## config.mk

```make
export PLATFORM = sky130hd
export DESIGN_NAME = clk_ctrl
export DESIGN_NICKNAME = d
export VERILOG_FILES = /design/src/rtl/clk_ctrl.sv
export SDC_FILE = /design/constraint.sdc
export NUM_CORES = 1
export LEC_CHECK = 0
export BUFFER_PORTS_ARGS = -buffer_cell sky130_fd_sc_hd__clkbuf_2
export CORE_UTILIZATION = 46
export DETAILED_ROUTE_END_ITERATION = 7
export PLACE_DENSITY = 0.67
export SLEW_MARGIN = 20
export SYNTH_ARGS = -nofsm -noshare
export SYNTH_HDL_FRONTEND = slang
export SYNTH_SLANG_ARGS = --single-unit
```

## constraint.sdc

```tcl
create_clock -name clk -period 4.29 [get_ports clk]
set_clock_uncertainty 0.05 [all_clocks]
set_input_delay 0.858 -clock clk [delete_from_list [all_inputs] [get_ports clk]]
set_output_delay 0.858 -clock clk [all_outputs]
set_load 0.03 [all_outputs]
```

## src/rtl/clk_ctrl.sv

```systemverilog
// rtl/clk_ctrl.sv - run-control and clock-enable scheduler for the core test harness
module clk_ctrl #(
    parameter int DIV_W       = 8,
    parameter int DEFAULT_DIV = 4,
    parameter int CNT_W       = 32
) (
    input  logic             clk,
    input  logic             rst,
    input  logic             cmd_valid,
    output logic             cmd_ready,
    input  logic [1:0]       cmd_op,
    input  logic [DIV_W-1:0] cmd_arg,
    output logic             ce,
    output logic [1:0]       state,
    output logic             busy,
    output logic [DIV_W-1:0] div_cur,
    output logic [CNT_W-1:0] cycles
);

    typedef enum logic [1:0] {
        ST_HALT = 2'b00,
        ST_RUN  = 2'b01,
        ST_STEP = 2'b10
    } state_t;

    localparam logic [1:0] OP_SETDIV = 2'b00;
    localparam logic [1:0] OP_RUN    = 2'b01;
    localparam logic [1:0] OP_HALT   = 2'b10;
    localparam logic [1:0] OP_STEP   = 2'b11;

    state_t           st, st_n;
    logic [DIV_W-1:0] ph, ph_n;
    logic [DIV_W-1:0] div_n;
    logic [DIV_W-1:0] div_pend, div_pend_n;
    logic             pend_v, pend_v_n;
    logic [DIV_W-1:0] step_left, step_left_n;
    logic [CNT_W-1:0] cycles_n;
    logic [DIV_W-1:0] arg_c;
    logic             acc;
    logic             last_step;

    assign busy      = (st != ST_HALT);
    assign ce        = busy && (ph == div_cur - 1'b1);
    assign cmd_ready = !pend_v;
    assign state     = st;
    assign acc       = cmd_valid && cmd_ready;
    assign arg_c     = (cmd_arg == '0) ? DIV_W'(1) : cmd_arg;
    assign last_step = (st == ST_STEP) && ce && (step_left == DIV_W'(1));

    always_comb begin
        st_n        = st;
        ph_n        = busy ? (ce ? '0 : ph + 1'b1) : '0;
        div_n       = div_cur;
        div_pend_n  = div_pend;
        pend_v_n    = pend_v;
        step_left_n = step_left;
        cycles_n    = cycles + CNT_W'(ce);

        // A deferred ratio takes effect only at a period boundary so no ce is clipped.
        if (pend_v && ce) begin
            div_n    = div_pend;
            pend_v_n = 1'b0;
        end

        if ((st == ST_STEP) && ce) begin
            if (last_step) begin
                st_n        = ST_HALT;
                step_left_n = '0;
            end else begin
                step_left_n = step_left - 1'b1;
            end
        end

        // Commands override the automatic step bookkeeping above.
        if (acc) begin
            unique case (cmd_op)
                OP_SETDIV: begin
                    if (!busy || last_step) begin
                        div_n = arg_c;
                    end else begin
                        div_pend_n = arg_c;
                        pend_v_n   = 1'b1;
                    end
                end
                OP_RUN: begin
                    if (st == ST_HALT) ph_n = '0;
                    st_n = ST_RUN;
                end
                OP_HALT: begin
                    st_n        = ST_HALT;
                    ph_n        = '0;
                    step_left_n = '0;
                    if (pend_v) begin
                        div_n    = div_pend;
                        pend_v_n = 1'b0;
                    end
                end
                OP_STEP: begin
                    if (st == ST_HALT) ph_n = '0;
                    st_n        = ST_STEP;
                    step_left_n = arg_c;
                end
                default: ;
            endcase
        end

        if (st_n == ST_HALT) ph_n = '0;
    end

    always_ff @(posedge clk) begin
        if (rst) begin
            st        <= ST_HALT;
            ph        <= '0;
            div_cur   <= DIV_W'(DEFAULT_DIV);
            div_pend  <= '0;
            pend_v    <= 1'b0;
            step_left <= '0;
            cycles    <= '0;
        end else begin
            st        <= st_n;
            ph        <= ph_n;
            div_cur   <= div_n;
            div_pend  <= div_pend_n;
            pend_v    <= pend_v_n;
            step_left <= step_left_n;
            cycles    <= cycles_n;
        end
    end

endmodule

```

==> results of run 1 <==
==> cell usage after synthesis (2+ instances only) <==
cell	instances
a2111oi_4	2
a211oi_1	4
a21oi_1	17
a221o_1	6
a31o_2	2
a31oi_1	5
and2_1	2
and3_1	7
and4_1	2
buf_1	6
buf_2	2
clkbuf_1	11
dfxtp_1	67
ha_1	6
inv_1	15
mux2_2	5
mux2i_1	15
nand2_1	28
nand2b_1	5
nand3_1	22
nand4_1	8
nor2_1	62
nor2b_1	4
nor3_1	8
nor4_1	5
nor4b_1	3
o21ai_0	13
o2bb2ai_1	3
o311ai_0	2
o41ai_1	2
or3_1	15
or3b_2	2
or4_1	3
xnor2_1	10
xor2_1	27
==> cell type report <==
class,count,share of cell area (%)
Multi-Input combinational cell,314,50.1
Sequential cell,67,32.8
Timing Repair Buffer,60,7.53
Clock buffer,11,3.70
Tap cell,99,3.03
Clock inverter,5,1.47
Inverter,15,1.38
==> cell families (layout without fill, tap and decap cells) <==
group | count (synthesis) | in the layout | synth area share [%]
and+or+nand+nor | 183 | 183 | 26.5
adders and majority gates | 6 | 6 | 2.13
AOI/OAI and AO/OA | 68 | 68 | 14.5
xor gates and xnor gates | 37 | 37 | 9.20
muxes | 20 | 20 | 5.86
buffers and inverters | 34 | 91 | 3.70
DFF | 67 | 67 | 38.1
==> path summary, 6_finish.rpt <==
kind                end  slack, ns  cells past startpoint
max          cycles[31]       0.55                     13
min          cycles[31]       0.44                      2
max reg2reg  cycles[31]       0.55                     13
min reg2reg  cycles[31]       0.44                      2
==> stage by stage <==
stage | util (%) | hold slack, ns
after floorplan | - | 0.410
after global placement | 52.9 | 0.425
after detailed placement | 52.9 | 0.430
after CTS | 55.8 | 0.442
after global routing | 55.8 | 0.472
final | 55.8 | 0.441
==> power breakdown <==
part	internal (uW)	leakage (uW)	switching (uW)
Combinational	41.8	0.000918	72.4
Sequential	631	0.000541	16.9
Clock	302	0.000106	249
Total	975	0.00157	339
==> worst max-delay path, stage by stage (launching register included) <==
cell and delay, ns:
dfxtp_1 0.37, inv_1 0.08, ha_1 0.21, or3b_2 0.49, nor4_1 0.24, o211ai_1 0.18, a2111oi_4 0.25, ha_1 0.22
and3_1 0.26, nand3_1 0.21, nor2_1 0.28, nand3_1 0.29, or3_1 0.42, a21oi_1 0.13
==> state kept, by name (all words and copies together) (netlist names) <==
| name | flops |
|---|---|
| pend_v | 1 |
| state | 2 |
| ph | 8 |
| div_pend | 8 |
| div_cur | 8 |
| cycles | 32 |
| step_left | 8 |
==> layer usage <==
layer  vias up  wire length, um
met2        73             3820
met3         9              341
li1       1583                -
met1      1440             3850
met5         -                0
met4         0               99
==> implementation parameters, run 1 <==
Parameter                              Value

Timing
  Number of hold violations in the final report ... 0
  Final setup slack of the worst path ... 0.545 ns
  Max-slew violation total from the final report ... 0
  Portion of the clock cycle consumed by the worst path in the final layout ... 87.3%
  Fmax ... 267 MHz
  Tightest slew margin relative to the limit ... a little under half
  Final worst path period need ... around 3.7 ns
  Unrepaired setup endpoints after global routing ... false
  Accumulated negative setup slack ... 0 ns
  Setup Viol. Count Final ... 0
  Slew @ Worst Pin ... 0.814 ns

Critical path
  Arrival time reported for the critical path endpoint ... 3.97 ns
  Nature of the critical path startpoint ... flop
  Critical path fanouts, max ... 9
  Worst reg2reg startpoint ... div_cur[0]
  Type of destination of the critical path ... flop
  Type of the worst setup path ... flop to flop
  Data required time of the worst path ... 4.51 ns
  Start point of the critical path ... div_cur[0]

Flow run
  Max-cap violations ... 0

CTS
  CTS tree ... done
  Number of gates resized after cts ... 0
  Clock sink count ... 67
  Clock root buffer master ... clkbuf_8
  Number of buffers inserted to repair setup after CTS ... 0
  Largest buffer count on any clock path ... 2
  CTS H-tree lvls ... 3
  Number of buffers created by CTS ... 9
  Clock slew at reported path FFs ... approximately 0.080 ns
  Worst-skew pair later-pin latency ... 0.34 ns
  Number of buffers inserted by hold repair at cts ... 0

Layout
  Multi-input logic area ... 0.00205 mm^2
  Design area ... 0.00409 mm^2
  Count of inserted antenna diode cells ... 0
  Share of cells above drive strength 1 ... 20.1%
  Commonest cells after routing, fill and taps aside ... 67 x dfxtp_1, 62 x nor2_1, 57 x clkbuf_2, 28 x nand2_1, 27 x xor2_1
  Non-filler cells in the finished layout ... 571
  Storage element area ... 0.00134 mm^2
  Total number of nets in the final design ... 486
  Number of filler cells placed in the layout ... between 600 and 700
  Most common library cell in the layout ignoring fill and taps ... dfxtp_1
  Area growth syn-to-layout ... 16.2%

GRT
  Via count of the first global-routing pass ... 2799
  Global-route track usage on met2 ... 35.3%
  First-pass GRT wire length ... 13100 um
  Maximum number of pins on one net before global-route repair ... 53
  Global routing met3 resource utilization ... 3.79%
  Gr busiest metal ... met2
  Initial antenna violation count ... 0
  Gr ovfl total ... 0
  Tot GR Track Use ... between 20% and 30%
  Met1 Track Usage GR ... between 20% and 30%

Yosys
  Post-synth top area share ... about two fifths
  Predominant post-synthesis flop cell ... dfxtp_1
  Cell taking the most area after synthesis ... dfxtp_1
  Cell count after synthesis ... 415
  Share of the yosys chip area belonging to registers ... 38.1%
  Leading cell types by total area after synthesis ... dfxtp_1 38%, xor2_1 6.7%, nor2_1 6.6%
  Syn_nets ... 434
  Avg Synthesized Cell Area ... between 8 and 9 um^2
  Number of different library cells in the post-synthesis netlist ... 54
  FFs w/ async S/R, synth ... 0%
  Synth Register Bits ... 67
  Number of enable flip-flop cells after synthesis ... 0
  Cell Area, Synth ... 0.00352 mm^2
  Warnings from Yosys ... 0

Floorplanning
  Starting density of the core ... between 40 and 50%
  Core area ... 0.00733 mm^2
  Ports ... 58
  Die Footprint ... between 0.008 and 0.009 mm^2
  Std-Cell Rows ... 31
  Die Width ... 89.5 um
  Die Y ... about 90 um

Routing
  Initial DRC count ... approximately 120
  Average routed wire per standard cell ... 14.2 um
  Routed via count ... 3105
  Mean number of vias per cell ... between 5 and 6
  DRT Wirelength ... slightly above 8000 um
  Pre-Repair DR Iteration Count ... 4
  Residual DRC ... 0
  Antenna viol nets, final ... 0

Outcome
  Outcome ... finished clean

Place
  Post-Place Cells ... 555
  Placed cell area ... 0.00388 mm^2
  Routability cong. ... 0.876
  Dpl ws ... 0.556 ns
  Number of I/O port buffers ... 57
  Post-DP HPWL ... 5850 um

Hold path
  Path class of the lowest-slack min-delay path ... flop to flop
  Beginning of the worst hold path ... cycles[31]

Pwr
  Maximum resistive drop on vdd ... 0.164 mV
  Leak Pwr ... 0.00157 uW
  Total power ... 1310 uW
  Pwr dens ... 321 mW/mm^2
(Power assumes the default switching activity.)
==> inputs of run 2 (changes only) <==
==> constraint.sdc (replaced) <==
create_clock -name clk -period 4.1 [get_ports clk]
set_clock_uncertainty 0.05 [all_clocks]
set_input_delay 0.82 -clock clk [delete_from_list [all_inputs] [get_ports clk]]
set_output_delay 0.82 -clock clk [all_outputs]
set_load 0.03 [all_outputs]
==> implementation parameters, run 2 (synthesized netlist as in run 1, its figures left out) <==
Parameter                              Value

Timing
  Accumulated negative setup slack ... 0 ns
  Final worst path period need ... 3.67 ns
  Tightest slew margin relative to the limit ... between 40% and 50%
  Max-slew violation total from the final report ... 0
  Number of hold violations in the final report ... 0
  Setup Viol. Count Final ... 0
  Fmax ... around 270 MHz
  Slew @ Worst Pin ... 0.761 ns
  Unrepaired setup endpoints after global routing ... false
  Portion of the clock cycle consumed by the worst path in the final layout ... 89.6%

Layout
  Reg with most FFs ... cycles
  Number of flip-flops in the largest register ... 32
  Count of inserted antenna diode cells ... 0
  Total number of nets in the final design ... 486
  Most common library cell in the layout ignoring fill and taps ... dfxtp_1
  Share of cells above drive strength 1 ... 20.3%
  Final core utilization ... 55.6%
  Commonest cells after routing, fill and taps aside ... 67 x dfxtp_1, 62 x nor2_1, 57 x clkbuf_2, 28 x nand2_1, 27 x xor2_1
  Area growth syn-to-layout ... 15.8%

Pwr
  Total power ... 1340 uW
  Pwr dens ... approximately 330 mW/mm^2
  Leak Pwr ... 0.00155 uW
  Maximum resistive drop on vdd ... between 0.15 and 0.2 mV

Critical path
  Cell seen most often among critical-path stages ... ha_1
  Delay-heaviest family, CP ... simple AND/OR/NAND/NOR gates
  Type of destination of the critical path ... flop
  Arrival time reported for the critical path endpoint ... between 3 and 4 ns
  Slowest stage cell on the critical path ... or3b_2
  Worst path cell trace ... inv_1, ha_1, or3b_2, nor4_1, o211ai_1, a2111oi_4, ha_1, and3_1, nand3_1, nor2_1, nand3_2, or3_1, a21oi_1
  Buffer and inverter count on the worst path ... 1
  CP peak stage delay ... just under 0.5 ns
  Data required time of the worst path ... 4.33 ns
  Nature of the critical path startpoint ... flop
  Critical path fanouts, max ... 9
  Type of the worst setup path ... flop to flop

Place
  Post-DP HPWL ... 5890 um
  Number of I/O port buffers ... 57
  Routability cong. ... between 0.8 and 0.9

Routing
  Residual DRC ... 0
  Average routed wire per standard cell ... 14.3 um
  Initial DRC count ... 101
  DRT Wirelength ... between 8000 and 9000 um
  Routed via count ... 3140
  Antenna viol nets, final ... 0
  Mean number of vias per cell ... 5.50
  Pre-Repair DR Iteration Count ... 4

GRT
  First-pass GRT wire length ... approximately 13000 um
  Initial antenna violation count ... 0
  Gr ovfl total ... 0
  Via count of the first global-routing pass ... 2793
  Maximum number of pins on one net before global-route repair ... 53
  Tot GR Track Use ... 21.6%

CTS
  CTS tree ... done
  Number of buffers inserted by hold repair at cts ... 0
  Clock slew at reported path FFs ... 0.08 ns
  Clock sink count ... 67
  CTS H-tree lvls ... 3
  Number of buffers created by CTS ... 9
  Number of buffers inserted to repair setup after CTS ... 0
  Worst-skew pair later-pin latency ... 0.35 ns
  Number of gates resized after cts ... 0
  Largest buffer count on any clock path ... 2
  Clock root buffer master ... clkbuf_8

Floorplanning
  Die Footprint ... 0.00801 mm^2
  Die Width ... between 80 and 90 um
  Starting density of the core ... between 40% and 50%
  Die Y ... 89.5 um
  Core area ... 0.00733 mm^2
  Std-Cell Rows ... 31
  Ports ... 58

Flow run
  Max-cap violations ... 0

Outcome
  Outcome ... finished clean

Hold path
  Path class of the lowest-slack min-delay path ... flop to flop
## run 2: final timing paths
path	cells past startpoint	slack, ns	to	start
worst min register to register	2	0.44	cycles[31]	cycles[31]
worst max register to register	13	0.43	cycles[31]	div_cur[0]
worst max-delay path	13	0.43	cycles[31]	div_cur[0]
worst min-delay path	2	0.44	cycles[31]	cycles[31]
## run 2: tightest hold or removal path, delay by kind of cell, from the launching register on
family	cells	cell delay, ns
flip-flops	1	0.32
AO/OA/AOI/OAI	2	0.13
## run 2: cell type report
class	count	area, um^2
Multi-Input combinational cell	314	2050
Clock inverter	7	68.8
Timing Repair Buffer	60	308
Fill cell	711	3250
Sequential cell	67	1340
Inverter	15	56.3
Tap cell	99	124
Clock buffer	9	124
## run 2: stage by stage
step,hold WS (ns),area (um^2),setup slack [ns],instances
2_1_floorplan,0.410,3520,0.123,415
3_3_place_gp,0.425,3880,0.502,555
3_5_place_dp,0.430,3880,0.351,555
4_1_cts,0.442,4070,0.332,571
5_1_grt,0.476,4080,0.0900,571
6_report,0.440,4080,0.428,571
## run 2: layer usage
| layer | up-vias | GRT usage (%) | wire (um) |
|---|---|---|---|
| met1 | 1485 | 28.1 | 3980 |
| met3 | 10 | 4.06 | 242 |
| li1 | 1589 | - | - |
| met4 | 0 | 8.95 | 119 |
| met2 | 56 | 35.1 | 3830 |
| met5 | - | 0 | 0 |
## run 2: power breakdown
| part | leakage (uW) | internal [uW] | switching (uW) | total, uW |
|---|---|---|---|---|
| combinational | 0.000918 | 43.8 | 75.9 | 120 |
| clock | 0.0000950 | 278 | 262 | 541 |
| sequential | 0.000541 | 660 | 17.8 | 678 |
==> inputs of run 3 (changes only) <==
--- a/config.mk
+++ b/config.mk
@@ -6,9 +6,12 @@
 export NUM_CORES = 1
 export LEC_CHECK = 0
 export BUFFER_PORTS_ARGS = -buffer_cell sky130_fd_sc_hd__clkbuf_2
-export CORE_UTILIZATION = 46
+export CELL_PAD_IN_SITES_DETAIL_PLACEMENT = 1
+export CELL_PAD_IN_SITES_GLOBAL_PLACEMENT = 1
+export CORE_UTILIZATION = 42
 export DETAILED_ROUTE_END_ITERATION = 7
-export PLACE_DENSITY = 0.67
+export GPL_TIMING_DRIVEN = 0
+export PLACE_DENSITY_LB_ADDON = 0.1
 export SLEW_MARGIN = 20
 export SYNTH_ARGS = -nofsm -noshare
 export SYNTH_HDL_FRONTEND = slang
==> constraint.sdc (replaced) <==
create_clock -name clk -period 4.1 [get_ports clk]
set_clock_uncertainty 0.05 [all_clocks]
set_input_delay 0.205 -clock clk [delete_from_list [all_inputs] [get_ports clk]]
set_output_delay 0.205 -clock clk [all_outputs]
set_load 0.03 [all_outputs]
==> implementation parameters, run 3 (synthesized netlist as in run 1, its figures left out) <==
Parameter                              Value

Critical path
  Worst reg-to-reg setup slack ... 0.25 ns
  Worst-case reg-to-reg path depth ... 15
  Delay-heaviest family, CP ... simple AND/OR/NAND/NOR gates
  Critical path fanouts, max ... 7
  Worst reg2reg startpoint ... div_cur[0]
  Nature of the critical path startpoint ... flop
  CP peak stage delay ... 0.50 ns
  Cell seen most often among critical-path stages ... ha_1
  Buffer and inverter count on the worst path ... 2
  Arrival time reported for the critical path endpoint ... 4.04 ns
  Worst path cell trace ... inv_1, ha_1, or3b_2, nor4_1, o211ai_1, a2111oi_4, buf_6, ha_1, ha_2, nand2_1, or3_4, nor2_2, nand4_1, xor2_1, nor2_1
  Type of destination of the critical path ... flop
  Data required time of the worst path ... between 4 and 5 ns
  Type of the worst setup path ... flop to flop
  Slowest stage cell on the critical path ... or3b_2
  Worst R2R End ... cycles[30]

Layout
  Most common library cell in the layout ignoring fill and taps ... dfxtp_1
  Area growth syn-to-layout ... 19.4%
  Final core utilization ... around half
  Total number of nets in the final design ... 502
  Storage element area ... 0.00134 mm^2
  Share of cells above drive strength 1 ... about a fifth
  Count of inserted antenna diode cells ... 0
  Number of flip-flops in the largest register ... 32
  Multi-input logic area ... 0.00208 mm^2
  Commonest cells after routing, fill and taps aside ... 67 x dfxtp_1, 60 x nor2_1, 56 x clkbuf_2, 28 x nand2_1, 27 x xor2_1
  Number of filler cells placed in the layout ... 1025
  Non-filler cells in the finished layout ... 593
  Reg with most FFs ... cycles

Routing
  Residual DRC ... 0
  Routed via count ... 3297
  Initial DRC count ... between 100 and 150
  Mean number of vias per cell ... 5.56
  DRT Wirelength ... 9930 um
  Antenna viol nets, final ... 0
  Met3 wirelength from detailed routing ... around 280 um
  Pre-Repair DR Iteration Count ... 4
  Routed metal-1 wire length ... 4530 um
  Routed wl met2 ... 4990 um
  Average routed wire per standard cell ... approximately 17 um
  Highest metal layer with signal wires ... met4

CTS
  CTS H-tree lvls ... 3
  Clock root buffer master ... clkbuf_8
  CTS tree ... done
  Clock sink count ... 67
  Worst-skew pair later-pin latency ... ~0.36 ns
  Largest buffer count on any clock path ... 2
  Clock slew at reported path FFs ... 0.08 ns
  Number of buffers created by CTS ... 9

Pwr
  Net Sw Frac ... 26.5%
  Clock group share of total power ... 43.4%
  Pwr dens ... 339 mW/mm^2
  Comb pwr share ... under 10%
  P_sw ... 377 uW
  Sequential power share ... 47.1%
  Maximum resistive drop on vdd ... between 0.15 and 0.2 mV
  Internal Power ... roughly 1000 uW
  Leak Pwr ... 0.00158 uW

Timing
  Portion of the clock cycle consumed by the worst path in the final layout ... 93.9%
  Max-slew violation total from the final report ... 0
  Final worst path period need ... 3.85 ns
  Fmax ... 260 MHz
  Accumulated negative setup slack ... 0 ns
  Setup Viol. Count Final ... 0
  Slew @ Worst Pin ... 0.827 ns
  Tightest slew margin relative to the limit ... 44.8%
  Unrepaired setup endpoints after global routing ... false
  Number of hold violations in the final report ... 0

Floorplanning
  Die Y ... 93.6 um
  Std-Cell Rows ... 33
  Ports ... 58
  Die Width ... 93.6 um
  Core area ... 0.00818 mm^2
  Die Footprint ... ~0.0088 mm^2
  Starting density of the core ... 43.1%

Hold path
  Beginning of the worst hold path ... cmd_arg[3]
  Path class of the lowest-slack min-delay path ... input port to flop
  Worst hold path cell count ... 3
  Worst hold endpoint ... step_left[3]

GRT
  Gr ovfl total ... 0
  Maximum number of pins on one net before global-route repair ... 13
  Via count of the first global-routing pass ... ~3400
  First-pass GRT wire length ... 16400 um
  Initial antenna violation count ... 0
  Tot GR Track Use ... 24.1%

Place
  Post-DP HPWL ... around 7100 um
  Number of I/O port buffers ... between 50 and 60
  Routability cong. ... between 0.7 and 0.8
  Post-Place Cells ... approximately 580

Outcome
  Outcome ... finished clean

Flow run
  Max-cap violations ... 0
[run 3: cell types whose count changed in the layout (fill, tap and decap cells not counted), moves of 2 or more]
cell      previous run  this run
clkbuf_1             0        11
buf_1                0         6
clkinv_2             3         1
nor2_1              62        60
[run 3: worst max path at each step]
stage / startpoint / end / cells after the start
floorplan: div_cur[0] / cycles[31] / 15
global placement: div_cur[0] / cycles[31] / 15
detailed placement: div_cur[0] / cycles[31] / 15
CTS: div_cur[0] / cycles[30] / 15
global route: div_cur[0] / cycles[30] / 15
finish: div_cur[0] / cycles[30] / 15
[run 3: power by group through the flow]
stage / sequential (uW) / combinational (uW) / clock [uW]
4_1_cts: 672 / 135 / 627
6_report: 672 / 135 / 619
5_1_grt: 674 / 147 / 664
2_1_floorplan: 693 / 83.0 / 0
3_5_place_dp: 687 / 133 / 0
3_3_place_gp: 687 / 129 / 0
[run 3: layout make-up]
cell class / instances / share of cell area, %
Buffer: 18 / 1.82
Clock buffer: 10 / 3.04
Clock inverter: 6 / 2.14
Inverter: 15 / 1.34
Multi-Input combinational cell: 314 / 49.6
Sequential cell: 67 / 31.9
Tap cell: 105 / 3.13
Timing Repair Buffer: 58 / 7.03
[run 3: what timing repair did]
action,in CTS,in global routing
gates cloned,0,0
hold buffers,0,0
resized for setup,6,4
setup buffers,1,1
pin swaps,1,0
setup endpoints to repair,11,9
[run 3: layer usage]
layer	GRT usage (%)	up-vias
li1	-	1617
met1	29.2	1614
met2	42.5	54
met3	4.23	12
met4	8.72	0
met5	0	-
[run 3: worst register-to-register path: stages (launching register included)]
cell,delay [ns]
dfxtp_1,0.41
inv_1,0.10
ha_1,0.21
or3b_2,0.50
nor4_1,0.25
o211ai_1,0.18
a2111oi_4,0.38
buf_6,0.16
ha_1,0.17
ha_2,0.24
nand2_1,0.13
or3_4,0.44
nor2_2,0.17
nand4_1,0.13
xor2_1,0.16
nor2_1,0.05
[run 3: stage by stage]
step | power (uW) | setup WS, ns | hold slack (ns) | instance area [um^2]
after floorplan | 776 | 0.123 | 0.275 | 3520
after global placement | 816 | -0.370 | 0.420 | 3930
after detailed placement | 820 | -0.440 | 0.434 | 3940
after CTS | 1430 | 0.0525 | 0.0794 | 4180
after global routing | 1480 | 0.0488 | 0.104 | 4200
final | 1430 | 0.249 | 0.0835 | 4200
